<file path="src/rtl/display_7seg_pkg.sv">
// Shared constants, segment codes, FSM states and the BCD adjust step
// for the sequential 7-segment decimal display controller.
package display_7seg_pkg;

    localparam int NUM_DIGITOS = 8;
    localparam int BCD_DIGITOS = 10;
    localparam int LARGURA     = 32;

    // Segment order {g,f,e,d,c,b,a}, active-low
    localparam logic [6:0] SEG_0     = 7'b1000000;
    localparam logic [6:0] SEG_1     = 7'b1111001;
    localparam logic [6:0] SEG_2     = 7'b0100100;
    localparam logic [6:0] SEG_3     = 7'b0110000;
    localparam logic [6:0] SEG_4     = 7'b0011001;
    localparam logic [6:0] SEG_5     = 7'b0010010;
    localparam logic [6:0] SEG_6     = 7'b0000010;
    localparam logic [6:0] SEG_7     = 7'b1111000;
    localparam logic [6:0] SEG_8     = 7'b0000000;
    localparam logic [6:0] SEG_9     = 7'b0010000;
    localparam logic [6:0] SEG_BLANK = 7'b1111111;

    typedef enum logic [1:0] {
        OCIOSO,
        DESLOCA,
        ESCREVE
    } estado_t;

    // Double-dabble correction: every nibble >= 5 gets +3 before the shift
    function automatic logic [4*BCD_DIGITOS-1:0] ajusta_bcd(input logic [4*BCD_DIGITOS-1:0] bcd);
        logic [4*BCD_DIGITOS-1:0] res;
        res = bcd;
        for (int i = 0; i < BCD_DIGITOS; i++) begin
            if (bcd[4*i +: 4] >= 4'd5)
                res[4*i +: 4] = bcd[4*i +: 4] + 4'd3;
        end
        return res;
    endfunction

endpackage

</file>
<file path="src/rtl/bcd_to_7seg.sv">
// One BCD digit to active-low 7-segment pattern; non-decimal codes blank.
module bcd_to_7seg
    import display_7seg_pkg::*;
(
    input  logic [3:0] digito,
    output logic [6:0] segmentos
);

    // Pure lookup; the caller registers the result
    always_comb begin
        case (digito)
            4'd0:    segmentos = SEG_0;
            4'd1:    segmentos = SEG_1;
            4'd2:    segmentos = SEG_2;
            4'd3:    segmentos = SEG_3;
            4'd4:    segmentos = SEG_4;
            4'd5:    segmentos = SEG_5;
            4'd6:    segmentos = SEG_6;
            4'd7:    segmentos = SEG_7;
            4'd8:    segmentos = SEG_8;
            4'd9:    segmentos = SEG_9;
            default: segmentos = SEG_BLANK;
        endcase
    end

endmodule

</file>
<file path="src/rtl/display_7seg_controller.sv">
// Sequential binary-to-decimal display path: selects a 32-bit value,
// converts it with a bit-serial double-dabble loop and updates eight
// registered 7-segment displays only once the conversion is complete.
//
// state   | meaning
// OCIOSO  | idle, waiting for atualizar, refresh tick or pending request
// DESLOCA | 32 double-dabble shift steps, displays hold old image
// ESCREVE | load displays and estouro, pulse pronto
module display_7seg_controller
    import display_7seg_pkg::*;
#(
    parameter int REFRESH_CYCLES = 1000,
    parameter bit BLANK_ZEROS    = 1'b0
) (
    input  logic               clock,
    input  logic               reset,
    input  logic [LARGURA-1:0] valor_a,
    input  logic [LARGURA-1:0] valor_b,
    input  logic               seletor,
    input  logic               atualizar,
    output logic               ocupado,
    output logic               pronto,
    output logic               estouro,
    output logic [6:0]         display0,
    output logic [6:0]         display1,
    output logic [6:0]         display2,
    output logic [6:0]         display3,
    output logic [6:0]         display4,
    output logic [6:0]         display5,
    output logic [6:0]         display6,
    output logic [6:0]         display7
);

    localparam bit          REFRESH_EN = (REFRESH_CYCLES > 0);
    localparam logic [31:0] ULTIMO     = 32'(REFRESH_EN ? REFRESH_CYCLES - 1 : 0);

    estado_t                    estado;
    logic [LARGURA-1:0]         operando;
    logic [4*BCD_DIGITOS-1:0]   bcd;
    logic [4:0]                 bit_cnt;
    logic                       pendente;
    logic [31:0]                cnt_refresh;
    logic                       tick;
    logic                       gatilho;
    logic [6:0]                 disp      [NUM_DIGITOS];
    logic [6:0]                 seg_bruto [NUM_DIGITOS];
    logic [6:0]                 seg_novo  [NUM_DIGITOS];
    logic                       zeros_acima;

    assign tick    = REFRESH_EN && (cnt_refresh == ULTIMO);
    assign gatilho = atualizar || tick;

    // Free-running refresh counter, wraps at REFRESH_CYCLES-1
    always_ff @(posedge clock) begin
        if (reset || !REFRESH_EN || tick)
            cnt_refresh <= '0;
        else
            cnt_refresh <= cnt_refresh + 32'd1;
    end

    genvar g;
    generate
        for (g = 0; g < NUM_DIGITOS; g++) begin : g_dec
            bcd_to_7seg u_dec (
                .digito    (bcd[4*g +: 4]),
                .segmentos (seg_bruto[g])
            );
        end
    endgenerate

    // Leading-zero blanking over digits 7..1; digit 0 always shows a value
    always_comb begin
        zeros_acima = 1'b1;
        for (int i = 0; i < NUM_DIGITOS; i++)
            seg_novo[i] = seg_bruto[i];
        for (int i = NUM_DIGITOS - 1; i >= 1; i--) begin
            zeros_acima = zeros_acima && (bcd[4*i +: 4] == 4'd0);
            if (BLANK_ZEROS && zeros_acima)
                seg_novo[i] = SEG_BLANK;
        end
    end

    // Conversion FSM with registered displays and status flags
    always_ff @(posedge clock) begin
        if (reset) begin
            estado   <= OCIOSO;
            operando <= '0;
            bcd      <= '0;
            bit_cnt  <= '0;
            pendente <= 1'b0;
            ocupado  <= 1'b0;
            pronto   <= 1'b0;
            estouro  <= 1'b0;
            for (int i = 0; i < NUM_DIGITOS; i++)
                disp[i] <= (BLANK_ZEROS && i != 0) ? SEG_BLANK : SEG_0;
        end else begin
            pronto <= 1'b0;
            case (estado)
                OCIOSO: begin
                    if (gatilho || pendente) begin
                        operando <= seletor ? valor_b : valor_a;
                        bcd      <= '0;
                        bit_cnt  <= '0;
                        pendente <= 1'b0;
                        ocupado  <= 1'b1;
                        estado   <= DESLOCA;
                    end
                end
                DESLOCA: begin
                    {bcd, operando} <= {ajusta_bcd(bcd), operando} << 1;
                    bit_cnt <= bit_cnt + 5'd1;
                    if (bit_cnt == 5'd31)
                        estado <= ESCREVE;
                    if (gatilho)
                        pendente <= 1'b1;
                end
                ESCREVE: begin
                    for (int i = 0; i < NUM_DIGITOS; i++)
                        disp[i] <= seg_novo[i];
                    estouro <= |bcd[4*BCD_DIGITOS-1:4*NUM_DIGITOS];
                    pronto  <= 1'b1;
                    ocupado <= 1'b0;
                    estado  <= OCIOSO;
                    if (gatilho)
                        pendente <= 1'b1;
                end
                default: estado <= OCIOSO;
            endcase
        end
    end

    assign display0 = disp[0];
    assign display1 = disp[1];
    assign display2 = disp[2];
    assign display3 = disp[3];
    assign display4 = disp[4];
    assign display5 = disp[5];
    assign display6 = disp[6];
    assign display7 = disp[7];

endmodule

</file>
<file path="config.mk">
export PLATFORM = sky130hd
export DESIGN_NAME = display_7seg_controller
export DESIGN_NICKNAME = d
export VERILOG_FILES = /design/src/rtl/display_7seg_pkg.sv /design/src/rtl/bcd_to_7seg.sv /design/src/rtl/display_7seg_controller.sv
export SDC_FILE = /design/constraint.sdc
export NUM_CORES = 1
export LEC_CHECK = 0
export CELL_PAD_IN_SITES_DETAIL_PLACEMENT = 0
export CELL_PAD_IN_SITES_GLOBAL_PLACEMENT = 2
export CORE_MARGIN = 2
export CORE_UTILIZATION = 43
export DETAILED_ROUTE_END_ITERATION = 16
export DONT_BUFFER_PORTS = 1
export PLACE_DENSITY_LB_ADDON = 0.1
export SLEW_MARGIN = 30
export SYNTH_ARGS = -nofsm -noshare
export SYNTH_HDL_FRONTEND = slang
export SYNTH_SLANG_ARGS = --single-unit
</file>
<file path="constraint.sdc">
create_clock -name clock -period 5.1 [get_ports clock]
set_input_delay 0.51 -clock clock [delete_from_list [all_inputs] [get_ports clock]]
set_output_delay 0.51 -clock clock [all_outputs]
set_load 0.05 [all_outputs]
</file>
==> qor.yml <==
drc_errors: 0
grt_usage_pct: 16.5
synthesis.nets: 1303
totalNegativeSetupSlack_ps: 0
period_needed_ps: 3570
pwr-share-comb_pct: 8.0
seq_power_share_pct: 46.0
reg2reg_depth: 10
hold_depth: 1
synth-seq-cells: 227
fin_crit_sh_pct: 70.0
wl_met1_mm: 10.5
top_layer: "met4"
irDropWorstVdd_uv: 232
hold_class: "input pin to register"
total_power_uw: 4400
vias: 7722
grt_pass1_vias: 7376
clk_pin_slew_ps: 70
setup-violations-final: 0
arrival_ps: 3970
slew_viol_final: 0
ant_nets: 0
status: "finished clean"
crit_chain: "or4_1 -> or4_4 -> o211ai_4 -> nand2_2 -> buf_4 -> o41ai_2 -> inv_1 -> ha_1 -> mux2i_1 -> a21oi_1"
htreeDepth: 1
drive_gt1_share_pct: 9.02
final_cell_mix: "171 x dfxtp_1, 129 x nand2_1, 92 x a21oi_1, 68 x nor2_1, 68 x ha_1"
setup_slack_ps: 1530
synth_cell_types: 72
hold_violations: 0
num_antenna_cells: 0
crit_required_ps: 5500
grt_antenna_before_repair: 0
grt_first_pass_wirelength_mm: 36.6
fmax_mhz: 280
syn_to_final_growth_pct: 10.6
drt_iter0_markers: 435
synthFlopType: "dfxtp_1"
cpMaxStageDelayCell: "o41ai_2"
clockRootBuffer: "clkbuf_16"
gp_congestion: 0.767
final_common_cell: "dfxtp_1"
dpl_worst_slack_ps: 1500
finalWirelength_mm: 22.1
cts_made_buffers: 26
p_per_area_nw_per_um2: 360
postSynthCellCount: 1166
wire_per_inst_um: 14.8
dr_wl_met3_um: 923
detailed_place_hpwl_mm: 14.1
num_io_pins: 127
die-area_um2: 27000
met2_length_mm: 10.2
clock_latency_ps: 530
leakage_uw: 0.00471
power_frac_clock_pct: 46.0
maxCapViolations: 0
syn_area_um2: 11100
internal_power_uw: 3280
start_util_pct: 43.9
seq_area_frac_synth_pct: 46.2
final_util_pct: 48.6
start_kind: "register"
num_rows: 58
end_kind: "register"
core-area_um2: 25200
cts_resized: 0
yosysWarningCount: 0
worst_pin_slew_ps: 900
cts.sinks: 227
synth_edf_count: 56
routed_via_density: 5.17
p_sw_uw: 1120
grt_max_degree: 99
max_stage_delay_ps: 640
nNetsFinal: 1282
clockBufferDepth: 3
postCtsHoldBufs: 0
rsz0062_at_grt: "no"
die_h_um: 164
post_cts_buffers: 0
dp_cells: 1446
worst-path-max-fanout: 49
dr.pass1.iters: 6
cts_tree: "built"
instances_no_fill: 1494
async_reset_ff_share_pct: 0
p_sw_share_pct: 25.4
gr-total-overflow: 0
syn-mean-instance-area_um2: 9.48
clock_skew_ps: 13.4
crit_type: "register to register"
io_buffer_count: 0
maxSlewHeadroom_pct: 39.5
die_w_um: 164
[kinds of logic (layout without fill, tap and decap cells)]
logic type               Yosys count  after routing  synth area share [%]
buffers and inverters            127            125                  4.66
AO/OA/AOI/OAI                    253            253                  14.6
flip-flops                       227            227                  46.2
adder cells (fa/ha/maj)           69             69                  7.81
AND/OR/NAND/NOR                  380            380                  17.2
XOR/XNOR                          40             40                  3.17
multiplexers                      70             70                  6.37
[power groups by stage]
stage               sequential (uW)  combinational, uW  clock (uW)
floorplan                      2050                289           0
global placement               2060                357           0
detailed placement             2060                361           0
CTS                            2030                360        2080
global route                   2030                401        2150
finish                         2020                350        2020
[metal layers]
metal	track usage [%]	up-vias
li1	-	4003
met1	21.4	3545
met2	28.1	140
met3	3.06	34
met4	4.47	0
met5	0	-
[worst paths after layout]
kind | slack (ps) | to | from
worst max-delay path | 1530 | g_dec[1].u_dec.segmentos[3] | cnt_refresh[4]
worst min register to register | 450 | operando[2] | operando[2]
worst min-delay path | 110 | bcd[8] | reset
worst max register to register | 1530 | g_dec[1].u_dec.segmentos[3] | cnt_refresh[4]
[Yosys cell counts, types with 23 or more instances]
cell        n  area [um2]
dfxtp_1   171        3420
nand2_1   129         484
a21oi_1    93         465
ha_1       69         863
nor2_1     68         255
mux2i_1    67         671
o21ai_0    67         335
inv_1      58         218
edfxtp_1   56        1680
and2_1     39         244
clkbuf_1   36         135
nand3_1    33         165
xor2_1     23         201
[cell type report]
| cell class | count | area (um2) |
|---|---|---|
| inverter | 68 | 255 |
| multi-input combinational | 812 | 5440 |
| clock buffer | 29 | 683 |
| clock inverter | 18 | 254 |
| timing repair buffer | 10 | 72.6 |
| tap | 330 | 413 |
| fill | 2385 | 13000 |
| sequential | 227 | 5100 |
[through the flow]
step                      instance area, um2  hold WS [ps]
after floorplan                        11100           430
after global placement                 11300           439
after detailed placement               11300           444
after CTS                              12200          51.3
after global routing                   12200          60.9
final                                  12200           106
[state kept, by name, summed over array words and instances, names as in the netlist]
name and flops:
estado 2, pronto 1, pendente 1, g_dec.u_dec.segmentos 56, ocupado 1, bcd 40
cnt_refresh 32, bit_cnt 5, disp 56, operando 32, estouro 1
[worst max-delay path, delay by kind of cell, from the launching register on]
kind / cells / cell delay [ps]
DFF: 1 / 330
muxes: 1 / 140
and+or+nand+nor: 3 / 1220
AOI/OAI and AO/OA: 3 / 930
adders and majority gates: 1 / 320
buffers and inverters: 2 / 490
No activity file was read; power rests on OpenSTA's default activity.
